$ cat config.mk
export PLATFORM = sky130hd
export DESIGN_NAME = pi_rx_flat
export DESIGN_NICKNAME = d
export VERILOG_FILES = /design/src/rtl/pi_rx_if.sv /design/src/rtl/pi_rx.sv /design/src/flat_wrapper.sv
export SDC_FILE = /design/constraint.sdc
export NUM_CORES = 1
export LEC_CHECK = 0
export CAP_MARGIN = 20
export CORE_ASPECT_RATIO = 0.8
export CORE_MARGIN = 4
export CORE_UTILIZATION = 45
export DETAILED_ROUTE_END_ITERATION = 6
export PLACE_DENSITY_LB_ADDON = 0.15
export SYNTH_ARGS = -nofsm -noshare
export SYNTH_HDL_FRONTEND = slang
export SYNTH_SLANG_ARGS = --single-unit
$ cat constraint.sdc
create_clock -name osc_clk -period 3.3 [get_ports osc_clk]
set_input_delay 0.66 -clock osc_clk [delete_from_list [all_inputs] [get_ports osc_clk]]
set_output_delay 0.66 -clock osc_clk [all_outputs]
set_load 0.02 [all_outputs]
$ cat src/rtl/pi_rx_if.sv
// Bundle of Pi serial lines, FIFO read port and status flags for pi_rx.
// slave is the receiver side; master is the Pi/consumer side.
interface pi_rx_if #(
  parameter int FIFO_DEPTH = 16
);
  localparam int LVL_W = $clog2(FIFO_DEPTH) + 1;

  logic             pi_clk;
  logic             pi_frame;
  logic             pi_mosi;
  logic             rd_en;
  logic             err_clr;
  logic [7:0]       rd_data;
  logic             empty;
  logic             full;
  logic [LVL_W-1:0] level;
  logic             frame_done;
  logic             frame_err;
  logic             overrun;
  logic             parity_err;

  modport master (
    output pi_clk, pi_frame, pi_mosi, rd_en, err_clr,
    input  rd_data, empty, full, level, frame_done, frame_err, overrun, parity_err
  );

  modport slave (
    input  pi_clk, pi_frame, pi_mosi, rd_en, err_clr,
    output rd_data, empty, full, level, frame_done, frame_err, overrun, parity_err
  );
endinterface

$ cat src/rtl/pi_rx.sv
// Pi-to-FPGA serial receiver: oversampled MSB-first shifter feeding a FWFT byte FIFO.
// Define PI_RX_PARITY_EN to expect a trailing even-parity bit after every byte.
module pi_rx #(
  parameter int FIFO_DEPTH  = 16,
  parameter int SYNC_STAGES = 2
) (
  input logic    osc_clk,
  input logic    reset,
  pi_rx_if.slave bus
);
  localparam int PTR_W = $clog2(FIFO_DEPTH);
  localparam int LVL_W = PTR_W + 1;

  typedef enum logic [1:0] {IDLE, SHIFT, PAR} state_t;

  state_t                 state, state_n;
  logic [SYNC_STAGES-1:0] clk_pipe, frame_pipe, mosi_pipe;
  logic                   sync_clk, sync_frame, sync_mosi, dly_clk, rise;
  logic [2:0]             cnt, cnt_n;
  logic [7:0]             sr, sr_n;
  logic                   commit, commit_p1, done_set, ferr_set;
  logic [7:0]             mem [FIFO_DEPTH];
  logic [PTR_W-1:0]       wr_ptr, rd_ptr;
  logic [LVL_W-1:0]       level, level_n;
  logic                   full, empty, wr, rd;
  logic                   frame_done, frame_err, overrun;
`ifdef PI_RX_PARITY_EN
  logic                   perr_set, parity_flag;
`endif

  // Stage 0: synchronizers and edge-detect delay
  always_ff @(posedge osc_clk) begin
    clk_pipe   <= {clk_pipe[SYNC_STAGES-2:0], bus.pi_clk};
    frame_pipe <= {frame_pipe[SYNC_STAGES-2:0], bus.pi_frame};
    mosi_pipe  <= {mosi_pipe[SYNC_STAGES-2:0], bus.pi_mosi};
    dly_clk    <= sync_clk;
  end

  assign sync_clk   = clk_pipe[SYNC_STAGES-1];
  assign sync_frame = frame_pipe[SYNC_STAGES-1];
  assign sync_mosi  = mosi_pipe[SYNC_STAGES-1];
  assign rise       = sync_clk & ~dly_clk;

  always_comb begin
    state_n  = state;
    cnt_n    = cnt;
    sr_n     = sr;
    commit   = 1'b0;
    done_set = 1'b0;
    ferr_set = 1'b0;
`ifdef PI_RX_PARITY_EN
    perr_set = 1'b0;
`endif
    case (state)
      IDLE: begin
        if (sync_frame) begin
          state_n = SHIFT;
          cnt_n   = 3'd0;
        end
      end
      SHIFT: begin
        if (!sync_frame) begin
          state_n = IDLE;
          cnt_n   = 3'd0;
          if (cnt == 3'd0) done_set = 1'b1;
          else             ferr_set = 1'b1;
        end else if (rise) begin
          sr_n  = {sr[6:0], sync_mosi};
          cnt_n = cnt + 3'd1;
          if (cnt == 3'd7) begin
`ifdef PI_RX_PARITY_EN
            state_n = PAR;
`else
            commit  = 1'b1;
`endif
          end
        end
      end
`ifdef PI_RX_PARITY_EN
      PAR: begin
        // A frame closing between byte and parity bit is a truncated byte.
        if (!sync_frame) begin
          state_n  = IDLE;
          ferr_set = 1'b1;
        end else if (rise) begin
          state_n = SHIFT;
          if (^{sr, sync_mosi}) perr_set = 1'b1;
          else                  commit   = 1'b1;
        end
      end
`endif
      default: state_n = IDLE;
    endcase
  end

  assign wr      = commit_p1 & (~full | bus.rd_en);
  assign rd      = bus.rd_en & ~empty;
  assign level_n = level + LVL_W'(wr) - LVL_W'(rd);

  // Stage 1: FSM state, FIFO pointers/level and sticky flags
  always_ff @(posedge osc_clk) begin
    if (!reset) begin
      state      <= IDLE;
      cnt        <= 3'd0;
      commit_p1  <= 1'b0;
      wr_ptr     <= '0;
      rd_ptr     <= '0;
      level      <= '0;
      full       <= 1'b0;
      empty      <= 1'b1;
      frame_done <= 1'b0;
      frame_err  <= 1'b0;
      overrun    <= 1'b0;
    end else begin
      state      <= state_n;
      cnt        <= cnt_n;
      commit_p1  <= commit;
      wr_ptr     <= wr_ptr + PTR_W'(wr);
      rd_ptr     <= rd_ptr + PTR_W'(rd);
      level      <= level_n;
      full       <= (level_n == LVL_W'(FIFO_DEPTH));
      empty      <= (level_n == '0);
      frame_done <= done_set;
      frame_err  <= (frame_err & ~bus.err_clr) | ferr_set;
      overrun    <= (overrun & ~bus.err_clr) | (commit_p1 & full & ~bus.rd_en);
    end
  end

  always_ff @(posedge osc_clk) begin
    sr <= sr_n;
    if (wr) mem[wr_ptr] <= sr;
  end

`ifdef PI_RX_PARITY_EN
  always_ff @(posedge osc_clk) begin
    if (!reset) parity_flag <= 1'b0;
    else        parity_flag <= (parity_flag & ~bus.err_clr) | perr_set;
  end
  assign bus.parity_err = parity_flag;
`else
  assign bus.parity_err = 1'b0;
`endif

  assign bus.rd_data    = mem[rd_ptr];
  assign bus.empty      = empty;
  assign bus.full       = full;
  assign bus.level      = level;
  assign bus.frame_done = frame_done;
  assign bus.frame_err  = frame_err;
  assign bus.overrun    = overrun;
endmodule

$ cat src/flat_wrapper.sv
// flat-port wrapper written by rule: the top's interface ports become plain ports
module pi_rx_flat 
#(
  parameter int FIFO_DEPTH  = 16,
  parameter int SYNC_STAGES = 2
)
  (osc_clk, reset, bus_pi_clk, bus_pi_frame, bus_pi_mosi, bus_rd_en, bus_err_clr, bus_rd_data, bus_empty, bus_full, bus_level, bus_frame_done, bus_frame_err, bus_overrun, bus_parity_err);
  pi_rx_if #(.FIFO_DEPTH(FIFO_DEPTH)) bus_i ();
  input logic osc_clk;
  input logic reset;
  input wire logic [$bits(bus_i.pi_clk)-1:0] bus_pi_clk;
  input wire logic [$bits(bus_i.pi_frame)-1:0] bus_pi_frame;
  input wire logic [$bits(bus_i.pi_mosi)-1:0] bus_pi_mosi;
  input wire logic [$bits(bus_i.rd_en)-1:0] bus_rd_en;
  input wire logic [$bits(bus_i.err_clr)-1:0] bus_err_clr;
  output wire logic [$bits(bus_i.rd_data)-1:0] bus_rd_data;
  output wire logic [$bits(bus_i.empty)-1:0] bus_empty;
  output wire logic [$bits(bus_i.full)-1:0] bus_full;
  output wire logic [$bits(bus_i.level)-1:0] bus_level;
  output wire logic [$bits(bus_i.frame_done)-1:0] bus_frame_done;
  output wire logic [$bits(bus_i.frame_err)-1:0] bus_frame_err;
  output wire logic [$bits(bus_i.overrun)-1:0] bus_overrun;
  output wire logic [$bits(bus_i.parity_err)-1:0] bus_parity_err;
  assign bus_i.pi_clk = bus_pi_clk;
  assign bus_i.pi_frame = bus_pi_frame;
  assign bus_i.pi_mosi = bus_pi_mosi;
  assign bus_i.rd_en = bus_rd_en;
  assign bus_i.err_clr = bus_err_clr;
  assign bus_rd_data = bus_i.rd_data;
  assign bus_empty = bus_i.empty;
  assign bus_full = bus_i.full;
  assign bus_level = bus_i.level;
  assign bus_frame_done = bus_i.frame_done;
  assign bus_frame_err = bus_i.frame_err;
  assign bus_overrun = bus_i.overrun;
  assign bus_parity_err = bus_i.parity_err;
  pi_rx #(.FIFO_DEPTH(FIFO_DEPTH), .SYNC_STAGES(SYNC_STAGES)) u_core (.osc_clk(osc_clk), .reset(reset), .bus(bus_i));
endmodule
# Yosys cells after proc, flatten, opt, wreduce, memory -nomap -nowiden
# Memory sizes are Yosys's and may differ from the RTL's. A register that Yosys moved wholly into a read port is not among the register bits.
# Cells that the tools add are included.
[classes]
n_addsub = 5
bitwise = 17
n_reduce_logical = 9
multipliers = 0
eq_ne = 6
mux = 15
order_cmp = 0
shift = 0
div_mod_pow = 0
[ops]
columns = ["op", "n"]
rows = [
  ["3-bit two-way mux", 3],
  ["4-bit by 1-bit adder with 4-bit output", 2],
  ["1-bit AND", 7],
  ["1-bit two-way mux", 7],
  ["1-bit inverter", 7],
  ["3-bit case mux with 2 select lines", 1],
  ["3-bit AND reduction", 2],
  ["5-bit by 1-bit adder with 5-bit output", 1],
  ["5-bit equality test, second input constant", 1],
  ["5-bit zero test", 1],
  ["5-bit by 1-bit subtractor with 5-bit output", 1],
  ["2-bit two-way mux", 2],
  ["4-bit two-way mux", 1],
  ["2-bit case mux with 2 select lines", 1],
  ["4-bit AND reduction", 1],
  ["3-bit by 1-bit adder with 3-bit output, second input constant", 1],
  ["3-bit equality test, second input constant", 1],
  ["3-bit zero test", 1],
  ["3-bit inequality test, second input constant", 1],
  ["1-bit OR", 3],
  ["3-bit OR reduction", 1],
  ["2-bit by 1-bit equality test with 1-bit output, second input constant", 1],
  ["2-bit zero test", 1],
  ["2-bit by 1-bit inequality test with 1-bit output, second input constant", 1],
  ["3 further kinds", 3],
]
[totals]
memories = 1
out_inout_bits = 19
rom_bits = 0
mem_bits_rw = 128
wordCells = 69
in_bits = 7
regBits = 39
latch_bits = 0
[memory_table]
columns = ["memory", "depth", "width", "read_ports", "rd_clocked_by_memory_dff", "write_ports", "line_no", "source"]
rows = [
  ["u_core.mem", 16, 8, 1, 1, 1, "pi_rx.sv:22", "logic [7:0] mem [FIFO_DEPTH];"],
]

# Logic depth before layout (Yosys ltp)
# Gate-level depths: netlist of the first run.
[logic_depth]
depth_word = 6
mapped_depth = 10
mapped_depth_nobuf = 10

# Worst setup path after synthesis of the first run
# Ideal clock, no wire load.
[synth_path]
path_kind = "input port to flip-flop"
startpoint = "in bus_rd_en"
endpoint = "reg u_core.empty (netlist: u_core.bus.empty)"
path_slack_ns = 0.872
t_arrival_ns = 2.327
path_buffers = 0
path_stages = 10
setup_ns = 0.101
cell_sequence = "nor2b_1 -> ha_1 -> inv_1 -> ha_1 -> inv_1 -> fa_1 -> nand2b_1 -> a21oi_1 -> xnor2_1 -> o41ai_1"
[synth_via]
elab_chain_cells = 5
word_cells_on_any_way = 6
[synth_lines]
columns = ["item", "line_no", "source"]
rows = [
  ["start: declaration", "flat_wrapper.sv:14", "input wire logic [$bits(bus_i.rd_en)-1:0] bus_rd_en;"],
  ["1-bit OR", "pi_rx.sv:96", "assign wr = commit_p1 & (~full | bus.rd_en);"],
  ["1-bit AND", "pi_rx.sv:96", ""],
  ["5-bit by 1-bit adder with 5-bit output", "pi_rx.sv:98", "assign level_n = level + LVL_W'(wr) - LVL_W'(rd);"],
  ["5-bit by 1-bit subtractor with 5-bit output *", "pi_rx.sv:98", ""],
  ["5-bit zero test *", "pi_rx.sv:122", "empty <= (level_n == '0);"],
  ["end signal: assignment", "pi_rx.sv:122", ""],
  ["end: declaration", "pi_rx.sv:25", "logic full, empty, wr, rd;"],
]
# Every way passes the cells marked *; elsewhere a longest branch is shown, timed or not.
# A chain may end at the register's enable or synchronous reset.

==> impl_results.md, run 1 <==
- FMAX: 316 MHz
- Clk Latency, worst-skew pair: 0.42 ns
- Grt total ovfl: 0
- Initial DRC Count: 185
- Final Hold Fails: 0
- Die X: 143 µm
- # diodes: 0
- PortBufs: 24
- CTS buffer count: 17
- Reg area: 4690 µm²
- Setup crit end: bus_rd_data[7]
- CP Depth: 5
- CTS Sinks: 166
- Crit Path Category: flop to output port
- Final Max Slew Viols: 0
- Worst path cell trace: buf_12 -> mux4_1 -> a22oi_1 -> nand2_1 -> clkdlybuf4s50_1
- Multi-input logic area: 1680 µm²
- Via-to-Cell Ratio: 5.31
- ANT nets after route: 0
- Max-cap viol count: 0
- Vias: 3158
- Synthesized area per cell: 18.3 µm²
- Clock skew: 0.00585 ns
- Slowest stage cell, crit path: mux4_1
- Die Area: 16500 µm²
- Hpwl dp: 7510 µm
- Die Ht: 116 µm
- Yosys reg bits: 166
- Max FO, Critical Path: 17
- Setup TNS: 0 ns
- Initial antenna violation count: 0
- CP endpoint kind: output port
- Critical Path RT: 2.64 ns
- Post-synth top flop: edfxtp_1
- RSZ-0062 raised after global routing: no
- Max VDD drop: 0.000373 V
- Core area: 14200 µm²
- Worst setup startpoint: u_core.rd_ptr[0]
- H-tree depth: 4
- Hold Crit Class: flop to flop
- Power density cells: 656 nW/µm²
- Cell Rows: 39
- Outcome: completed
- Pre-Repair DR Iteration Count: 4
- Clk slew on worst S/H paths: 0.06 ns
- # setup viols final: 0
- P_leak: 2.59 nW
- Synth-to-Final Area Change: 17.1%
- CTS tree: yes
- Number of global-route vias before repair: 3240
- Crit path buffers/inverters: 2
- Gate Count Post-Synth: 355
- Fill count: 1153
- Tmin final: 3.16 ns
- Relative slew slack: 54.3%
- Largest net degree at the start of global routing: 35
- Crit share post-route: 95.8%
- CTS root buf: clkbuf_16
- Share of post-route cells with drive strength above 1: 16.1%
- NumNets Final: 420
- Synthesized area: 6510 µm²
- Net Count, Synth: 376
- Avg WL per Cell: 19.8 µm
- Reg2reg path depth: 10
- EDFF count, synth: 136
- Critical Path Start Type: flop
- CTS resizes: 0
- CTS Buffer Depth: 2
- Sequential fraction of the synthesis area: 71.9%
- Ports: 26
- Top cell family by delay on the critical path: buffers and inverters
- Remaining DRCs: 0
- Fin area: 7630 µm²
- Ys async rst share: 0%
- Placed inst area: 7040 µm²
- RePlAce Congestion: 0.761
- Initial core utilization: 45.7%
- Global-route usage over all layers: 15.7%
- First-pass GRT wire length: 18500 µm
- Number of distinct library cells after synthesis: 38
- Critical path arrival: 2.50 ns
- Synth warn: 0
- R2r startpoint: u_core.bus.empty
- Final wirelength: 11800 µm
- FF-to-FF setup slack: 1.07 ns
- Reg2reg end: u_core.bus.empty
- Tightest Pin Transition: 0.684 ns
- Max stage delay on crit path: 0.61 ns
[sequential cells by signal (all words and copies together) (netlist names)]
| signal | flops |
|---|---|
| u_core.rd_ptr | 4 |
| u_core.clk_pipe | 2 |
| u_core.sr | 8 |
| u_core.cnt | 3 |
| u_core.bus.frame_err | 1 |
| u_core.bus.overrun | 1 |
| u_core.mosi_pipe | 2 |
| u_core.frame_pipe | 2 |
| u_core.wr_ptr | 4 |
| u_core.dly_clk | 1 |
| u_core.mem | 128 |
| u_core.bus.full | 1 |
| u_core.bus.empty | 1 |
| u_core.commit_p1 | 1 |
| u_core.bus.frame_done | 1 |
| u_core.bus.level | 5 |
| u_core.state | 1 |
[logic make-up (layout without fill, tap and decap cells)]
logic type	count (synthesis)	count (layout)	share of synthesized area, %
flip-flops	166	166	71.9
AND/OR/NAND/NOR	77	77	6.45
multiplexers	34	34	12.2
buffers and inverters	28	84	2.54
AO/OA/AOI/OAI	25	25	2.71
adder cells (fa/ha/maj)	14	14	2.80
XOR/XNOR	10	10	1.34
other	1	1	0.0576
[cells in the mapped netlist (2+ instances only)]
cell type	n	area share (%)
edfxtp_1	136	63
dfxtp_1	30	9.2
mux4_2	18	6.2
and2_1	17	1.6
a22oi_1	16	1.8
nor2_1	15	0.86
mux4_1	14	5.6
nand2_1	14	0.81
ha_1	13	2.5
inv_1	10	0.58
clkbuf_1	6	0.35
nand2b_1	6	0.58
nor2b_1	6	0.58
xnor2_1	6	0.81
buf_6	4	0.69
xor2_1	4	0.54
buf_2	3	0.23
clkdlybuf4s25_2	3	0.46
nand3_1	3	0.23
nand3b_1	3	0.35
nor3_1	3	0.23
nor4_1	3	0.29
o21ai_0	3	0.23
a21oi_1	2	0.15
and4b_1	2	0.31
buf_4	2	0.23
mux2i_1	2	0.31
[repair_timing]
| action | in CTS | in global routing |
|---|---|---|
| hold endpoints to repair | 0 | 0 |
| endpoints found under the setup margin | 0 | 4 |
| setup buffers | 0 | 0 |
| hold buffers | 0 | 0 |
[worst min path at each step]
stage / start / to / slack (ns) / depth (start not counted)
floorplan: u_core.clk_pipe[0] / u_core.clk_pipe[1] / 0.31 / 0
global route: u_core.clk_pipe[0] / u_core.clk_pipe[1] / 0.34 / 0
finish: u_core.frame_pipe[0] / u_core.frame_pipe[1] / 0.33 / 0
detailed placement: u_core.clk_pipe[0] / u_core.clk_pipe[1] / 0.31 / 0
global placement: u_core.frame_pipe[0] / u_core.frame_pipe[1] / 0.31 / 0
CTS: u_core.mosi_pipe[0] / u_core.mosi_pipe[1] / 0.33 / 0
[metal layers]
layer	track usage, %	part of all wire (%)
met4	6.27	1.4
met2	24.3	48
met3	4.00	5.3
met5	0	0
met1	21.6	45
[cell usage in the layout (no fill, tap or decap), types with 3 or more instances in the layout]
cell type / synthesis / final
and2_1: 17 / 17
clkdlybuf4s50_1: 0 / 24
dfxtp_1: 30 / 29
nand2_1: 14 / 14
inv_1: 10 / 10
clkbuf_16: 0 / 18
nand3b_1: 3 / 3
buf_4: 2 / 16
mux4_2: 18 / 18
nand2b_1: 6 / 6
edfxtp_1: 136 / 136
o21ai_0: 3 / 3
clkinv_1: 0 / 5
nand3_1: 3 / 3
clkinv_2: 0 / 3
bufinv_16: 0 / 3
nor3_1: 3 / 3
a22oi_1: 16 / 16
xor2_1: 4 / 4
xnor2_1: 6 / 6
mux4_1: 14 / 14
nor2b_1: 6 / 6
ha_1: 13 / 13
nor2_1: 15 / 15
[power breakdown]
group          switching, W  leakage [nW]  internal (W)
Sequential        0.0000611          1.47       0.00231
Clock              0.000729         0.273       0.00117
Combinational      0.000359         0.847      0.000385
[stage by stage]
step	util [%]	instances	hold WS (ns)	worst slack [ns]	power (W)
3_3_place_gp	49.4	563	0.314	0.259	0.00314
4_1_cts	53.4	594	0.329	0.0404	0.00504
6_report	53.5	595	0.326	0.139	0.00501
2_1_floorplan	-	355	0.310	0.872	0.00292
3_5_place_dp	49.4	563	0.314	0.158	0.00315
5_1_grt	53.5	595	0.344	0.0100	0.00523
[area by class of cell]
type	instances	area share (%)
well taps	184	3.02
clock buffers	18	5.62
inverters	10	0.492
clock inverters	13	1.82
multi-input cells	161	22.1
flip-flops and latches	166	61.4
repair buffers	43	5.58
No activity file was read; power rests on OpenSTA's default activity.
==> inputs of run 2 (changes only) <==
PLACE_DENSITY = 0.65   (was unset)
PLACE_DENSITY_LB_ADDON = unset   (was 0.15)
==> run 2 against run 1 <==
- first-iteration DRC count increased by 50%
- utilization decreased by 0.21 points
- global-route usage decreased by 0.19 points
- sequential share of layout area increased by 0.24 points
- cell area decreased by 0.39%
- sequential cell count unchanged
- die area unchanged
==> impl_results.md, run 2 (synthesis gave the netlist of run 1 again) <==
- Core area: 14200 µm² (unchanged)
- ANT nets after route: 0 (unchanged)
- # diodes: 0 (unchanged)
- Most frequent cells in the layout: edfxtp_1 (136), dfxtp_1 (29), clkdlybuf4s50_1 (24), mux4_2 (18), buf_4 (18)
- Largest Register: u_core.mem
- Hpwl dp: 7620 µm (+1.4%)
- Initial antenna violation count: 0 (unchanged)
- P_leak: 2.58 nW (-0.27%)
- Die Area: 16500 µm² (unchanged)
- Final Hold Fails: 0 (unchanged)
- Largest regs: u_core.mem: 128 flops, u_core.sr: 8 flops, u_core.bus.level: 5 flops
- Vias: 3249 (+2.9%)
- Final Max Slew Viols: 0 (unchanged)
- Clk Latency, worst-skew pair: 0.42 ns (about the same)
- Via-to-Cell Ratio: 5.44 (+2.5%)
- Synth-to-Final Area Change: 16.7%
- R2r startpoint: u_core.bus.empty
- First-pass GRT wire length: 18700 µm (+0.82%)
- Relative slew slack: 55.7% (+1.4 points)
- CTS buffer count: 17 (unchanged)
- Power density cells: 654 nW/µm² (-0.40%)
- CTS Buffer Depth: 2 (unchanged)
- Hold buffer count at CTS: 0 (unchanged)
- Cell Rows: 39 (unchanged)
- Ports: 26 (unchanged)
- Crit share post-route: 95.1% (-0.67 points)
- Avg WL per Cell: 19.7 µm (-0.50%)
- Final wirelength: 11800 µm (-0.16%)
- RePlAce Congestion: 0.753 (-0.95%)
- Die X: 143 µm (unchanged)
- Crit Path Category: flop to output port
- Reg2reg path depth: 10 (unchanged)
- Remaining DRCs: 0 (unchanged)
- Critical path arrival: 2.48 ns (-0.02 ns)
- Worst setup startpoint: u_core.rd_ptr[0]
- CP endpoint kind: output port
- CTS Sinks: 166 (unchanged)
- Max FO, Critical Path: 21 (+4)
- CTS root buf: clkbuf_16
- Max reg flops: 128 (unchanged)
- Tightest Pin Transition: 0.663 ns (-0.0215 ns)
- Number of global-route vias before repair: 3310 (+2.2%)
- Critical Path RT: 2.64 ns (about the same)
- Share of post-route cells with drive strength above 1: 16.2% (+0.16 points)
- RSZ-0062 raised after global routing: no
- Global-route usage over all layers: 15.5% (-0.19 points)
- Setup Buffers After CTS: 0 (unchanged)
- Die Ht: 116 µm (unchanged)
- Commonest non-fill, non-tap cell in the layout: edfxtp_1
- Clk slew on worst S/H paths: 0.06 ns (about the same)
- Initial core utilization: 45.7% (unchanged)
- H-tree depth: 4 (unchanged)
- Outcome: completed
- Hold Crit Class: flop to flop
- CTS resizes: 0 (unchanged)
- Tmin final: 3.14 ns (-0.0221 ns)
- FF-to-FF setup slack: 1.06 ns (about the same)
- Largest net degree at the start of global routing: 24 (-31%)
- Setup TNS: 0 ns (unchanged)
- PortBufs: 24 (unchanged)
- # setup viols final: 0 (unchanged)
- Grt total ovfl: 0 (unchanged)
- NumNets Final: 421 (+0.24%)
- Clock skew: 0.00471 ns (-0.00114 ns)
- Tot Pwr: 0.00497 W (-0.79%)
- Pre-Repair DR Iteration Count: 5 (+1)
- Initial DRC Count: 278 (+50%)
- Critical Path Start Type: flop
- Max-cap viol count: 0 (unchanged)
- Reg2reg end: u_core.bus.empty
- CTS tree: yes
- FMAX: 319 MHz (+0.70%)
- Setup crit end: bus_rd_data[0]
- Max VDD drop: 0.000473 V (+27%)
run 2: cell types whose count changed in the layout (fill, tap and decap cells not counted):
| cell | delta |
|---|---|
| buf_6 | +1 |
| nor4_2 | -1 |
| clkinv_4 | +1 |
| clkbuf_1 | +1 |
| clkinv_1 | -1 |
| clkbuf_16 | -1 |
| clkinv_2 | -2 |
| bufinv_16 | -1 |
| buf_4 | +2 |
| buf_12 | -1 |
| inv_6 | +3 |
| nor4_1 | +1 |
run 2: layout make-up:
type                       count  area (µm²)
fill                        1135        6650
inverter                      10        37.5
clock inverter                13         130
tap                          184         230
clock buffer                  19         433
timing repair buffer          44         407
multi-input combinational    161        1680
sequential                   166        4690
run 2: power breakdown:
group / total (W) / switching [W] / leakage (nW) / internal (W)
sequential: 0.00237 / 0.0000566 / 1.47 / 0.00231
clock: 0.00188 / 0.000774 / 0.268 / 0.00111
combinational: 0.000721 / 0.000346 / 0.845 / 0.000375
run 2: critical path, stage by stage (launching register included):
cell and delay (ns):
dfxtp_2 0.36, buf_12 0.21, mux4_1 0.60, a22oi_1 0.20, nand2_1 0.13, clkdlybuf4s50_1 0.55
run 2: metal layers:
layer	share of wire, %	wire length, µm	track usage [%]	vias to the layer above
met5	0	0	0	-
met4	1.3	152	5.32	0
met3	5.6	655	4.21	14
met2	48	5680	24.4	105
met1	45	5300	21.2	1648
li1	-	-	-	1482
run 2: through the flow:
step | setup WS, ns | util (%) | std cells | area [µm²] | hold WS, ns
after floorplan | 0.872 | - | 355 | 6510 | 0.310
after global placement | 0.262 | 49.4 | 565 | 7030 | 0.311
after detailed placement | 0.177 | 49.4 | 565 | 7030 | 0.315
after CTS | 0.0948 | 53.3 | 597 | 7600 | 0.327
after global routing | 0.0363 | 53.3 | 597 | 7600 | 0.341
final | 0.162 | 53.3 | 597 | 7600 | 0.330
run 2: worst min path at each step:
stage | startpoint | endpoint | slack (ns) | cells past startpoint
floorplan | u_core.clk_pipe[0] | u_core.clk_pipe[1] | 0.31 | 0
global placement | u_core.frame_pipe[0] | u_core.frame_pipe[1] | 0.31 | 0
detailed placement | u_core.clk_pipe[0] | u_core.clk_pipe[1] | 0.32 | 0
CTS | u_core.frame_pipe[0] | u_core.frame_pipe[1] | 0.33 | 0
global route | u_core.mosi_pipe[0] | u_core.mosi_pipe[1] | 0.34 | 0
finish | u_core.frame_pipe[0] | u_core.frame_pipe[1] | 0.33 | 0
